$ cat src/rtl/or1200_ld_resp_sequencer_pkg.sv
// rtl/or1200_ld_resp_sequencer_pkg.sv - shared types for the load response sequencer
package or1200_ld_resp_sequencer_pkg;

  // Response FSM states, 2-bit encoding
  typedef enum logic [1:0] {
    OR1200_LDSEQ_IDLE = 2'd0,
    OR1200_LDSEQ_TAG  = 2'd1,
    OR1200_LDSEQ_DEC  = 2'd2,
    OR1200_LDSEQ_OUT  = 2'd3
  } ldseq_state_e;

endpackage

$ cat src/rtl/or1200_ld_resp_sequencer.sv
// rtl/or1200_ld_resp_sequencer.sv - tag FIFO reader routing load data to writeback or decryption
module or1200_ld_resp_sequencer
  import or1200_ld_resp_sequencer_pkg::*;
#(
  parameter int aw = 4,
  parameter int dw = 32
) (
  input  logic          clk,
  input  logic          rst,
  input  logic          ld_issue,
  output logic          fifo_ce_r,
  input  logic          fifo_secure,
  input  logic          mem_ack,
  input  logic [dw-1:0] mem_dat,
  output logic          mem_stall,
  output logic          dec_req,
  output logic [dw-1:0] dec_dat_o,
  input  logic          dec_ack,
  input  logic [dw-1:0] dec_dat_i,
  output logic          wb_valid,
  output logic [dw-1:0] wb_dat,
  output logic          wb_secure,
  output logic [aw:0]   outstanding,
  output logic          full,
  output logic          err
);

  localparam logic [aw:0] depth   = {1'b1, {aw{1'b0}}};
  localparam logic [aw:0] cnt_one = {{aw{1'b0}}, 1'b1};

  ldseq_state_e  state_q, state_d;
  logic [dw-1:0] data_q;
  logic          sec_q;
  logic          has_tag;

  assign has_tag   = (outstanding != '0);
  assign full      = (outstanding == depth);
  // Ciphertext is the captured load data; only meaningful while dec_req is high
  assign dec_dat_o = data_q;

  // Next-state and strobe decode; all handshake outputs derive from the current state
  always_comb begin
    state_d   = state_q;
    fifo_ce_r = 1'b0;
    mem_stall = 1'b1;
    dec_req   = 1'b0;
    wb_valid  = 1'b0;
    wb_secure = 1'b0;
    case (state_q)
      OR1200_LDSEQ_IDLE: begin
        mem_stall = 1'b0;
        if (mem_ack && has_tag) begin
          fifo_ce_r = 1'b1;
          state_d   = OR1200_LDSEQ_TAG;
        end
      end
      OR1200_LDSEQ_TAG: begin
        state_d = fifo_secure ? OR1200_LDSEQ_DEC : OR1200_LDSEQ_OUT;
      end
      OR1200_LDSEQ_DEC: begin
        dec_req = 1'b1;
        if (dec_ack) state_d = OR1200_LDSEQ_OUT;
      end
      OR1200_LDSEQ_OUT: begin
        wb_valid  = 1'b1;
        wb_secure = sec_q;
        state_d   = OR1200_LDSEQ_IDLE;
      end
      default: state_d = OR1200_LDSEQ_IDLE;
    endcase
  end

  // State register; reset abandons any in-flight decryption request immediately
  always_ff @(posedge clk or negedge rst) begin
    if (!rst) state_q <= OR1200_LDSEQ_IDLE;
    else      state_q <= state_d;
  end

  // Load data capture, tag capture and writeback data selection
  always_ff @(posedge clk or negedge rst) begin
    if (!rst) begin
      data_q <= '0;
      sec_q  <= 1'b0;
      wb_dat <= '0;
    end else begin
      if (fifo_ce_r) data_q <= mem_dat;
      if (state_q == OR1200_LDSEQ_TAG) begin
        sec_q <= fifo_secure;
        if (!fifo_secure) wb_dat <= data_q;
      end
      if (state_q == OR1200_LDSEQ_DEC && dec_ack) wb_dat <= dec_dat_i;
    end
  end

  // Occupancy counter: saturates at depth, never underflows since pops require a tag
  always_ff @(posedge clk or negedge rst) begin
    if (!rst) begin
      outstanding <= '0;
    end else if (ld_issue && !fifo_ce_r && !full) begin
      outstanding <= outstanding + cnt_one;
    end else if (fifo_ce_r && !ld_issue) begin
      outstanding <= outstanding - cnt_one;
    end
  end

  // Sticky protocol error: overflow, ack with nothing outstanding, ack while stalled
  always_ff @(posedge clk or negedge rst) begin
    if (!rst) begin
      err <= 1'b0;
    end else if ((ld_issue && full && !fifo_ce_r) ||
                 (mem_ack && mem_stall) ||
                 (mem_ack && !mem_stall && !has_tag)) begin
      err <= 1'b1;
    end
  end

endmodule

$ cat config.mk
export PLATFORM = sky130hd
export DESIGN_NAME = or1200_ld_resp_sequencer
export DESIGN_NICKNAME = d
export VERILOG_FILES = /design/src/rtl/or1200_ld_resp_sequencer_pkg.sv /design/src/rtl/or1200_ld_resp_sequencer.sv
export SDC_FILE = /design/constraint.sdc
export NUM_CORES = 1
export LEC_CHECK = 0
export BUFFER_PORTS_ARGS = -buffer_cell sky130_fd_sc_hd__buf_2
export CAP_MARGIN = 15
export CORE_UTILIZATION = 35
export CTS_BUF_LIST = sky130_fd_sc_hd__clkbuf_4 sky130_fd_sc_hd__clkbuf_8
export DETAILED_ROUTE_END_ITERATION = 6
export PLACE_DENSITY = 0.61
export SYNTH_ARGS = -nofsm -noshare
export SYNTH_HDL_FRONTEND = slang
export SYNTH_SLANG_ARGS = --single-unit
export TNS_END_PERCENT = 30
$ cat constraint.sdc
create_clock -name clk -period 2.7 [get_ports clk]
set_input_delay 0.27 -clock clk [delete_from_list [all_inputs] [get_ports clk]]
set_output_delay 0.27 -clock clk [all_outputs]
set_load 0.05 [all_outputs]
# --- After elaboration in Yosys (flattened, before gate mapping) ---
# Cells that the tools add are included.
totals:
  ff_bits: 73
  inputBits: 70
  output_inout_bits: 76
  wordCells: 52
classes:
  add_sub_neg: 2
  eq_ne: 7
  mux: 15
  n_reduce_logical: 22
ops:
  columns: ["operator", "count"]
  rows:
  - ["$mux 32", 3]
  - ["$logic_and 1x1->1", 10]
  - ["$mux 5", 2]
  - ["$pmux 2 s4", 1]
  - ["$mux 1", 7]
  - ["$add 5x1->5 const B", 1]
  - ["$eq 5x5->1 const B", 1]
  - ["$reduce_bool 5->1", 1]
  - ["$sub 5x1->5 const B", 1]
  - ["$eq 2x2->1 const B", 2]
  - ["$logic_not 1->1", 4]
  - ["$mux 2", 2]
  - ["$ne 2x2->1 const B", 2]
  - ["$reduce_and 2->1", 2]
  - ["$reduce_bool 2->1", 2]
  - ["$eq 2x1->1 const B", 1]
  - ["$logic_not 2->1", 1]
  - ["$logic_or 1x1->1", 2]
  - ["$ne 2x1->1 const B", 1]

# --- Longest topological paths before layout ---
# Gate-level depths: netlist of the first run.
logic_depth:
  word_depth: 8
  ltp_mapped: 12
  mapped_depth_nobuf: 10

# --- Least setup slack after synthesis of the first run ---
# OpenSTA, ideal clock, no wires.
synth_path:
  kind: "reg2reg"
  startpoint: "register outstanding[0]"
  endpoint: "register outstanding[3]"
  setup_time_ns: 0.125
  t_arrival_ns: 2.472
  required_ns: 2.575
  setup_slack_ns: 0.103
  stages_incl_launch_ff: 11
  path_buffers: 2
  period_less_slack_ns: 2.597
  path_cell_list: "dfrtp_1 nor4_2 a21o_1 buf_6 buf_2 nand2_1 ha_1 a21o_1 a21oi_1 xnor2_1 mux2_4"
synth_via:
  elab_chain_cells: 8
  elab_cells_between_ends: 15
  cone_classes: "add/sub: 2; eq/ne: 1; mux: 4; reduce/logical: 8"
synth_rtl:
  columns: ["item", "line_no", "text"]
  rows:
  - ["from (decl)", "or1200_ld_resp_sequencer.sv:23", "output logic [aw:0] outstanding,"]
  - ["from (signal assigned)", "or1200_ld_resp_sequencer.sv:100", "outstanding <= outstanding + cnt_one;"]
  - ["from (signal assigned)", "or1200_ld_resp_sequencer.sv:102", "outstanding <= outstanding - cnt_one;"]
  - ["$reduce_bool 5->1", "or1200_ld_resp_sequencer.sv:36", "assign has_tag = (outstanding != '0);"]
  - ["$logic_and 1x1->1", "or1200_ld_resp_sequencer.sv:52", "if (mem_ack && has_tag) begin"]
  - ["$mux 1", "or1200_ld_resp_sequencer.sv:52", null]
  - ["$mux 1", "or1200_ld_resp_sequencer.sv:49", "case (state_q)"]
  - ["$logic_not 1->1", "or1200_ld_resp_sequencer.sv:99", "end else if (ld_issue && !fifo_ce_r && !full) begin"]
  - ["$logic_and 1x1->1 (2 in a row)", "or1200_ld_resp_sequencer.sv:99", null]
  - ["$mux 5 / $reduce_bool 2->1 (equally long branches)", null, null]
# Parallel ways exist; a longest one is shown, timed or not. The select of a mux whose other input is x is not followed.
# A chain may end at the register's enable or synchronous reset.

# --- Worst setup path after layout of the first run ---
layout_path:
  startpoint: "register outstanding[0]"
  endpoint: "output port fifo_ce_r"
layout_via:
  elab_chain_cells: 4
layout_rtl:
  columns: ["item", "line_no", "text"]
  rows:
  - ["$reduce_bool 5->1", "or1200_ld_resp_sequencer.sv:36", null]
  - ["$logic_and 1x1->1", "or1200_ld_resp_sequencer.sv:52", null]
  - ["$mux 1", "or1200_ld_resp_sequencer.sv:52", null]
  - ["$mux 1", "or1200_ld_resp_sequencer.sv:49", null]
  - ["to (decl)", "or1200_ld_resp_sequencer.sv:11", "output logic fifo_ce_r,"]
# Every way passes these cells.

==> results of run 1 <==
[cell usage after synthesis (5+ instances only)]
cell	count	area, µm²
clkbuf_1	8	30.0
o21ai_0	32	160
mux2_4	5	75.1
nand2_1	130	488
buf_2	9	45.0
mux2i_1	33	330
inv_1	5	18.8
a21oi_1	5	25.0
dfrtp_1	73	1830
ha_1	8	100
[where the power goes]
group | internal [mW] | leakage (nW) | switching, mW
Clock | 0.677 | 0.130 | 0.400
Sequential | 1.61 | 0.904 | 0.373
Combinational | 1.03 | 1.50 | 2.77
[per-layer routing]
layer | part of all wire | vias up | routed length, µm | GRT usage
met2 | 0.47 | 92 | 3830 | 0.286
met5 | 0 | - | 0 | 0
met3 | 0.062 | 8 | 509 | 0.0485
met4 | 0.0090 | 0 | 74 | 0.0611
met1 | 0.46 | 1321 | 3780 | 0.224
li1 | - | 1385 | - | -
[metrics by stage]
stage          hold WS [ns]  worst slack (ns)  power (mW)  utilization  cells
2_1_floorplan       -0.0256             0.103        4.91            -    336
5_1_grt               0.107            0.0165        7.30        0.482    614
4_1_cts              0.0927             0.102        6.94        0.481    614
3_5_place_dp          0.461             0.449        5.83        0.453    598
6_report             0.0660             0.203        6.86        0.482    614
3_3_place_gp          0.455             0.524        5.77        0.453    598
[logic make-up after synthesis]
group                      synth area share
and+or+nand+nor                       0.174
DFF                                   0.549
AOI/OAI and AO/OA                    0.0749
muxes                                 0.125
buffers and inverters                0.0327
adders and majority gates            0.0361
xor gates and xnor gates            0.00790
[critical path: cells and delay by family, from the launching register on]
| kind | cells | cell delay [ns] |
|---|---|---|
| buffers and inverters | 3 | 0.90 |
| DFF | 1 | 0.46 |
| and+or+nand+nor | 1 | 0.34 |
| AOI/OAI and AO/OA | 1 | 0.19 |
[cell type report]
cell class | instances | area (µm²) | area share
flip-flops and latches | 73 | 1830 | 0.411
clock buffers | 12 | 159 | 0.0357
multi-input cells | 239 | 1390 | 0.313
inverters | 6 | 23.8 | 0.00534
well taps | 129 | 161 | 0.0363
clock inverters | 4 | 98.8 | 0.0222
repair buffers | 151 | 786 | 0.177
[flip-flops by register name (all words and copies together), names as in the netlist]
name         count
err              1
outstanding      5
sec_q            1
dec_dat_o       32
state_q          2
wb_dat          32
[how the worst min path moves through the flow]
| stage | to | slack [ns] | cells past startpoint |
|---|---|---|---|
| 6_report | dec_dat_o[23] | 0.07 | 1 |
| 5_1_grt | dec_dat_o[4] | 0.11 | 3 |
| 4_1_cts | wb_dat[23] | 0.09 | 1 |
| 3_5_place_dp | err | 0.46 | 1 |
| 3_3_place_gp | err | 0.46 | 1 |
| 2_1_floorplan | dec_dat_o[0] | -0.03 | 0 |
[timing repair]
item | in CTS | in global routing
setup endpoints to repair | 0 | 1
gates resized for setup | 0 | 1
buffers inserted | 0 | 0
==> metrics.txt, run 1 <==
# TYPE chip_impl_metric gauge
chip_impl_metric{name="postSynth.asyncResetShare",unit=""} 1.00
chip_impl_metric{name="clock_sinks",unit=""} 73
chip_impl_metric{name="coreArea",unit="µm²"} 9240
chip_impl_metric{name="share_of_layout_cells_above_drive_strength_1",unit=""} 0.371
chip_impl_metric{name="placed_cell_area",unit="µm²"} 4190
chip_impl_info{name="timing_worst_setup_path_type",value="reg -> out"} 1
chip_impl_metric{name="fin_nets",unit=""} 559
chip_impl_metric{name="route.vias.total",unit=""} 2806
chip_impl_metric{name="number_of_rows_created_at_floorplan",unit=""} 35
chip_impl_metric{name="maxSlewHeadroom",unit=""} 0.370
chip_impl_metric{name="synth.ff_latch_count",unit=""} 73
chip_impl_metric{name="synth.yosys.warnings",unit=""} 0
chip_impl_metric{name="detail_route.first_pass.iterations",unit=""} 4
chip_impl_metric{name="post_synth_num_cell_types",unit=""} 32
chip_impl_info{name="status",value="complete, no violations"} 1
chip_impl_info{name="launch_point_of_the_worst_path",value="outstanding[0]"} 1
chip_impl_metric{name="drt_iter0_drc",unit=""} 89
chip_impl_metric{name="grt_start_max_net_pins",unit=""} 74
chip_impl_metric{name="cts_h_tree_depth",unit=""} 3
chip_impl_metric{name="worst_path_largest_cell_delay",unit="ns"} 0.46
chip_impl_metric{name="fmax",unit="MHz"} 401
chip_impl_info{name="worstSetupEndpointType",value="primary output"} 1
chip_impl_info{name="most_frequent_standard_cell_in_the_layout_excluding_fill_and_tap_cells",value="buf_2"} 1
chip_impl_metric{name="timing_hold_violations_final",unit=""} 0
chip_impl_info{name="regToRegStartpoint",value="state_q[0]"} 1
chip_impl_metric{name="pin_count",unit=""} 146
chip_impl_metric{name="insertedDiodeCount",unit=""} 0
chip_impl_metric{name="antenna_found_initial",unit=""} 0
chip_impl_metric{name="finish.instance_area",unit="µm²"} 4450
chip_impl_metric{name="synth.cell_area",unit="µm²"} 3330
chip_impl_metric{name="wl_per_cell",unit="µm"} 13.4
chip_impl_info{name="critical-path-slowest-cell",value="dfrtp_1"} 1
chip_impl_metric{name="synth_fp_nets",unit=""} 415
chip_impl_metric{name="gr-total-overflow",unit=""} 0
chip_impl_metric{name="reg2reg_slack",unit="ns"} 0.41
chip_impl_metric{name="final.setup.tns",unit="ns"} 0
chip_impl_metric{name="viasPerCell",unit=""} 4.57
chip_impl_info{name="synth-main-ff-cell",value="dfrtp_1"} 1
chip_impl_metric{name="clkLatencyLatePin",unit="ns"} 0.34
chip_impl_info{name="rsz0062_at_grt",value="false"} 1
chip_impl_metric{name="layout_worst_path_cycle_share",unit=""} 0.925
chip_impl_info{name="start_kind",value="register"} 1
chip_impl_metric{name="start_util",unit=""} 0.360
chip_impl_info{name="critical_path.endpoint",value="fifo_ce_r"} 1
chip_impl_metric{name="hold_buffers",unit=""} 0
chip_impl_metric{name="synth-edff-count",unit=""} 0
chip_impl_metric{name="max_slew.worst_pin.slew",unit="ns"} 0.945
chip_impl_metric{name="die_height",unit="µm"} 99.5
chip_impl_metric{name="numCtsBuffers",unit=""} 9
chip_impl_info{name="cp_cell_sequence",value="nor4_2 -> a21o_1 -> buf_4 -> clkinv_2 -> buf_2"} 1
chip_impl_metric{name="dpl.hpwl",unit="µm"} 5860
chip_impl_metric{name="synthCells",unit=""} 336
chip_impl_metric{name="worst_ep_arrival_time",unit="ns"} 2.23
chip_impl_metric{name="wl",unit="µm"} 8200
chip_impl_metric{name="port_buffers",unit=""} 145
chip_impl_metric{name="cts_max_path_buffers",unit=""} 2
chip_impl_metric{name="pwr_density_cell",unit="nW/µm²"} 1540
chip_impl_metric{name="first_global_vias",unit=""} 2803
chip_impl_info{name="hold_path_class",value="in -> async"} 1
chip_impl_metric{name="setup_viol",unit=""} 0
chip_impl_metric{name="r2r_cells",unit=""} 10
chip_impl_metric{name="nFillCells",unit=""} 914
chip_impl_metric{name="drv_slew",unit=""} 0
chip_impl_metric{name="die-area",unit="µm²"} 9900
chip_impl_info{name="tritoncts",value="yes"} 1
chip_impl_metric{name="grt_pass1_wl",unit="µm"} 13500
chip_impl_metric{name="fp.dieW",unit="µm"} 99.5
chip_impl_metric{name="flow.area_growth_from_synthesis",unit="%"} 33.8
chip_impl_metric{name="drt.antenna.violating_nets",unit=""} 0
chip_impl_metric{name="maxCapViolCount",unit=""} 0
chip_impl_info{name="mostFrequentLayoutCells",value="buf_2, nand2_1, dfrtp_1"} 1
chip_impl_metric{name="cp_max_fo",unit=""} 21
chip_impl_metric{name="worst_setup_hold_path_clk_slew",unit="ns"} 0.08
chip_impl_metric{name="layout_min_cycle_time",unit="ns"} 2.50
chip_impl_metric{name="globalplace.congestion",unit=""} 0.850
chip_impl_info{name="cts.root.buffer_cell",value="clkbuf_8"} 1
chip_impl_metric{name="synth_sequential_area_ratio",unit=""} 0.549
chip_impl_metric{name="worst-endpoint-required",unit="ns"} 2.43
chip_impl_metric{name="p_leak",unit="nW"} 2.54
chip_impl_metric{name="final.setup_skew",unit="ns"} 0.0113
chip_impl_metric{name="route.detailed.drc",unit=""} 0
chip_impl_metric{name="globalRouteTotalUtil",unit=""} 0.175
chip_impl_info{name="worst_r2r_endpoint",value="outstanding[4]"} 1
chip_impl_metric{name="vdd.ir_drop.worst",unit="mV"} 0.760
chip_impl_metric{name="post_synth.cell_area_avg",unit="µm²"} 9.90
Power figures use the tool's default switching activity.
==> run 2: changes to the inputs <==
Settings changed: CORE_ASPECT_RATIO set to 2.
==> run 2 against run 1 <==
Count of clock-buffer cells in the layout grew 2. Cell count is 4.2% lower. Register-to-register slack got worse by 0.06 ns. Combinational power is essentially flat. Clock power down 15%. Sequential power about the same.
==> metrics.txt, run 2 (same netlist as run 1, synthesis figures left out) <==
# TYPE chip_impl_metric gauge
chip_impl_info{name="status",value="complete, no violations"} 1
chip_impl_metric{name="number_of_rows_created_at_floorplan",unit=""} 50
chip_impl_metric{name="max_slew.worst_pin.slew",unit="ns"} 0.935
chip_impl_info{name="critical-path-top-delay-family",value="buffers and inverters"} 1
chip_impl_metric{name="pwr_density_cell",unit="nW/µm²"} 1540
chip_impl_metric{name="fp.dieW",unit="µm"} 70.9
chip_impl_metric{name="route.detailed.drc",unit=""} 0
chip_impl_info{name="critical-path-slowest-cell",value="dfrtp_1"} 1
chip_impl_metric{name="totalPowerFinal",unit="mW"} 6.73
chip_impl_metric{name="coreArea",unit="µm²"} 9320
chip_impl_metric{name="grt_pass1_wl",unit="µm"} 13900
chip_impl_metric{name="drt.antenna.violating_nets",unit=""} 0
chip_impl_metric{name="hold_buffers",unit=""} 0
chip_impl_metric{name="globalRouteTotalUtil",unit=""} 0.184
chip_impl_metric{name="start_util",unit=""} 0.357
chip_impl_metric{name="worst_ep_arrival_time",unit="ns"} 2.21
chip_impl_metric{name="finalHoldWorstSlack",unit="ns"} 0.0241
chip_impl_info{name="cp_cell_sequence",value="inv_1 -> ha_1 -> nand2_1 -> a21o_1 -> buf_4 -> inv_4 -> buf_2"} 1
chip_impl_metric{name="cts_h_tree_depth",unit=""} 3
chip_impl_metric{name="flow.area_growth_from_synthesis",unit="%"} 31.8
chip_impl_metric{name="share_of_layout_cells_above_drive_strength_1",unit=""} 0.370
chip_impl_metric{name="die-area",unit="µm²"} 9920
chip_impl_info{name="worst_r2r_endpoint",value="outstanding[4]"} 1
chip_impl_metric{name="cp_max_fo",unit=""} 25
chip_impl_metric{name="numCtsBuffers",unit=""} 9
chip_impl_metric{name="vdd.ir_drop.worst",unit="mV"} 0.566
chip_impl_metric{name="cp_num_cells",unit=""} 7
chip_impl_metric{name="port_buffers",unit=""} 145
chip_impl_metric{name="drt_iter0_drc",unit=""} 165
chip_impl_info{name="launch_point_of_the_worst_path",value="state_q[1]"} 1
chip_impl_info{name="regToRegStartpoint",value="outstanding[0]"} 1
chip_impl_info{name="start_kind",value="register"} 1
chip_impl_info{name="hold_path_class",value="in -> async"} 1
chip_impl_metric{name="viasPerCell",unit=""} 4.80
chip_impl_metric{name="clkLatencyLatePin",unit="ns"} 0.35
chip_impl_metric{name="timing.critical_path.buf_inv",unit=""} 4
chip_impl_metric{name="reg2reg_slack",unit="ns"} 0.35
chip_impl_info{name="critical_path.endpoint",value="fifo_ce_r"} 1
chip_impl_metric{name="final.setup.tns",unit="ns"} 0
chip_impl_metric{name="p_leak",unit="nW"} 2.52
chip_impl_metric{name="worst-endpoint-required",unit="ns"} 2.43
chip_impl_metric{name="timing_hold_violations_final",unit=""} 0
chip_impl_metric{name="gr-total-overflow",unit=""} 0
chip_impl_metric{name="fmax",unit="MHz"} 403
chip_impl_metric{name="maxSlewHeadroom",unit=""} 0.377
chip_impl_metric{name="detail_route.first_pass.iterations",unit=""} 6
chip_impl_metric{name="wl",unit="µm"} 8600
chip_impl_metric{name="drv_slew",unit=""} 0
chip_impl_metric{name="first_global_vias",unit=""} 2790
chip_impl_metric{name="die_height",unit="µm"} 140
chip_impl_metric{name="cts_max_path_buffers",unit=""} 2
chip_impl_metric{name="route.vias.total",unit=""} 2823
chip_impl_info{name="most_frequent_standard_cell_in_the_layout_excluding_fill_and_tap_cells",value="buf_2"} 1
chip_impl_metric{name="setup_viol",unit=""} 0
chip_impl_info{name="rsz0062_at_grt",value="false"} 1
chip_impl_metric{name="clock_sinks",unit=""} 73
chip_impl_info{name="cts.root.buffer_cell",value="clkbuf_8"} 1
chip_impl_metric{name="grt_start_max_net_pins",unit=""} 74
chip_impl_metric{name="final.setup_skew",unit="ns"} 0.00866
chip_impl_metric{name="worst_path_largest_cell_delay",unit="ns"} 0.44
chip_impl_metric{name="layout_min_cycle_time",unit="ns"} 2.48
chip_impl_metric{name="layout_worst_path_cycle_share",unit=""} 0.919
chip_impl_metric{name="dpl.hpwl",unit="µm"} 6420
chip_impl_metric{name="fin_nets",unit=""} 558
chip_impl_metric{name="r2r_cells",unit=""} 8
chip_impl_metric{name="worst_setup_hold_path_clk_slew",unit="ns"} 0.08
chip_impl_metric{name="globalplace.congestion",unit=""} 0.744
chip_impl_metric{name="antenna_found_initial",unit=""} 0
chip_impl_metric{name="pin_count",unit=""} 146
chip_impl_info{name="timing_worst_setup_path_type",value="reg -> out"} 1
chip_impl_info{name="tritoncts",value="yes"} 1
chip_impl_info{name="worstSetupEndpointType",value="primary output"} 1
chip_impl_metric{name="maxCapViolCount",unit=""} 0
chip_impl_metric{name="insertedDiodeCount",unit=""} 0
chip_impl_metric{name="wl_per_cell",unit="µm"} 14.6
chip_impl_info{name="mostFrequentLayoutCells",value="buf_2, nand2_1, dfrtp_1"} 1
## run 2: changes by cell type in the layout (fill, tap and decap cells not counted), sizes merged
cell / before / now
inv: 5 / 6
bufinv: 3 / 1
clkbuf: 12 / 14
buf: 151 / 150
clkinv: 2 / 1
## run 2: repair_timing
item,CTS,global route
buffers inserted,0,0
gates resized for setup,0,2
setup endpoints to repair,0,1
## run 2: through the flow
| step | cells | setup WS, ns | utilization | area (µm²) |
|---|---|---|---|---|
| after detailed placement | 572 | 0.378 | 0.447 | 4160 |
| after global routing | 588 | 0.0712 | 0.470 | 4380 |
| final | 588 | 0.218 | 0.470 | 4380 |
| after global placement | 572 | 0.475 | 0.447 | 4160 |
| after CTS | 588 | 0.0361 | 0.470 | 4380 |
| after floorplan | 336 | 0.103 | - | 3330 |
## run 2: area by class of cell
| class | count | area, µm² |
|---|---|---|
| timing repair buffer | 150 | 791 |
| inverter | 6 | 25.0 |
| fill | 918 | 4940 |
| multi-input combinational | 239 | 1390 |
| clock buffer | 14 | 180 |
| tap | 104 | 130 |
| clock inverter | 2 | 35.0 |
| sequential | 73 | 1830 |
## run 2: report_power, final
part	switching [mW]	total (mW)	internal, mW
clock network	0.393	0.916	0.523
logic	2.78	3.82	1.04
registers	0.387	2.00	1.61
## run 2: per-layer routing
metal  vias up  global-route usage  wire length (µm)
met5         -                   0                 0
met4         0              0.0874               248
met3        17              0.0326               285
met2        81               0.332              4690
met1      1339               0.205              3380
li1       1386                   -                 -
## run 2: worst reg2reg max path: cells and delay by family (launching register included)
kind                       cells  cell delay [ns]
adders and majority gates      1             0.37
DFF                            1             0.46
AOI/OAI and AO/OA              3             0.48
and+or+nand+nor                4             0.92
## run 2: worst min path at each step
stage                      startpoint       endpoint  slack, ns
after CTS                         rst     wb_dat[19]       0.09
after global placement            err            err       0.46
after detailed placement  mem_dat[20]  dec_dat_o[20]       0.46
after global routing      mem_dat[23]  dec_dat_o[23]       0.09
final                             rst     wb_dat[12]       0.02
after floorplan                   rst   dec_dat_o[0]      -0.03
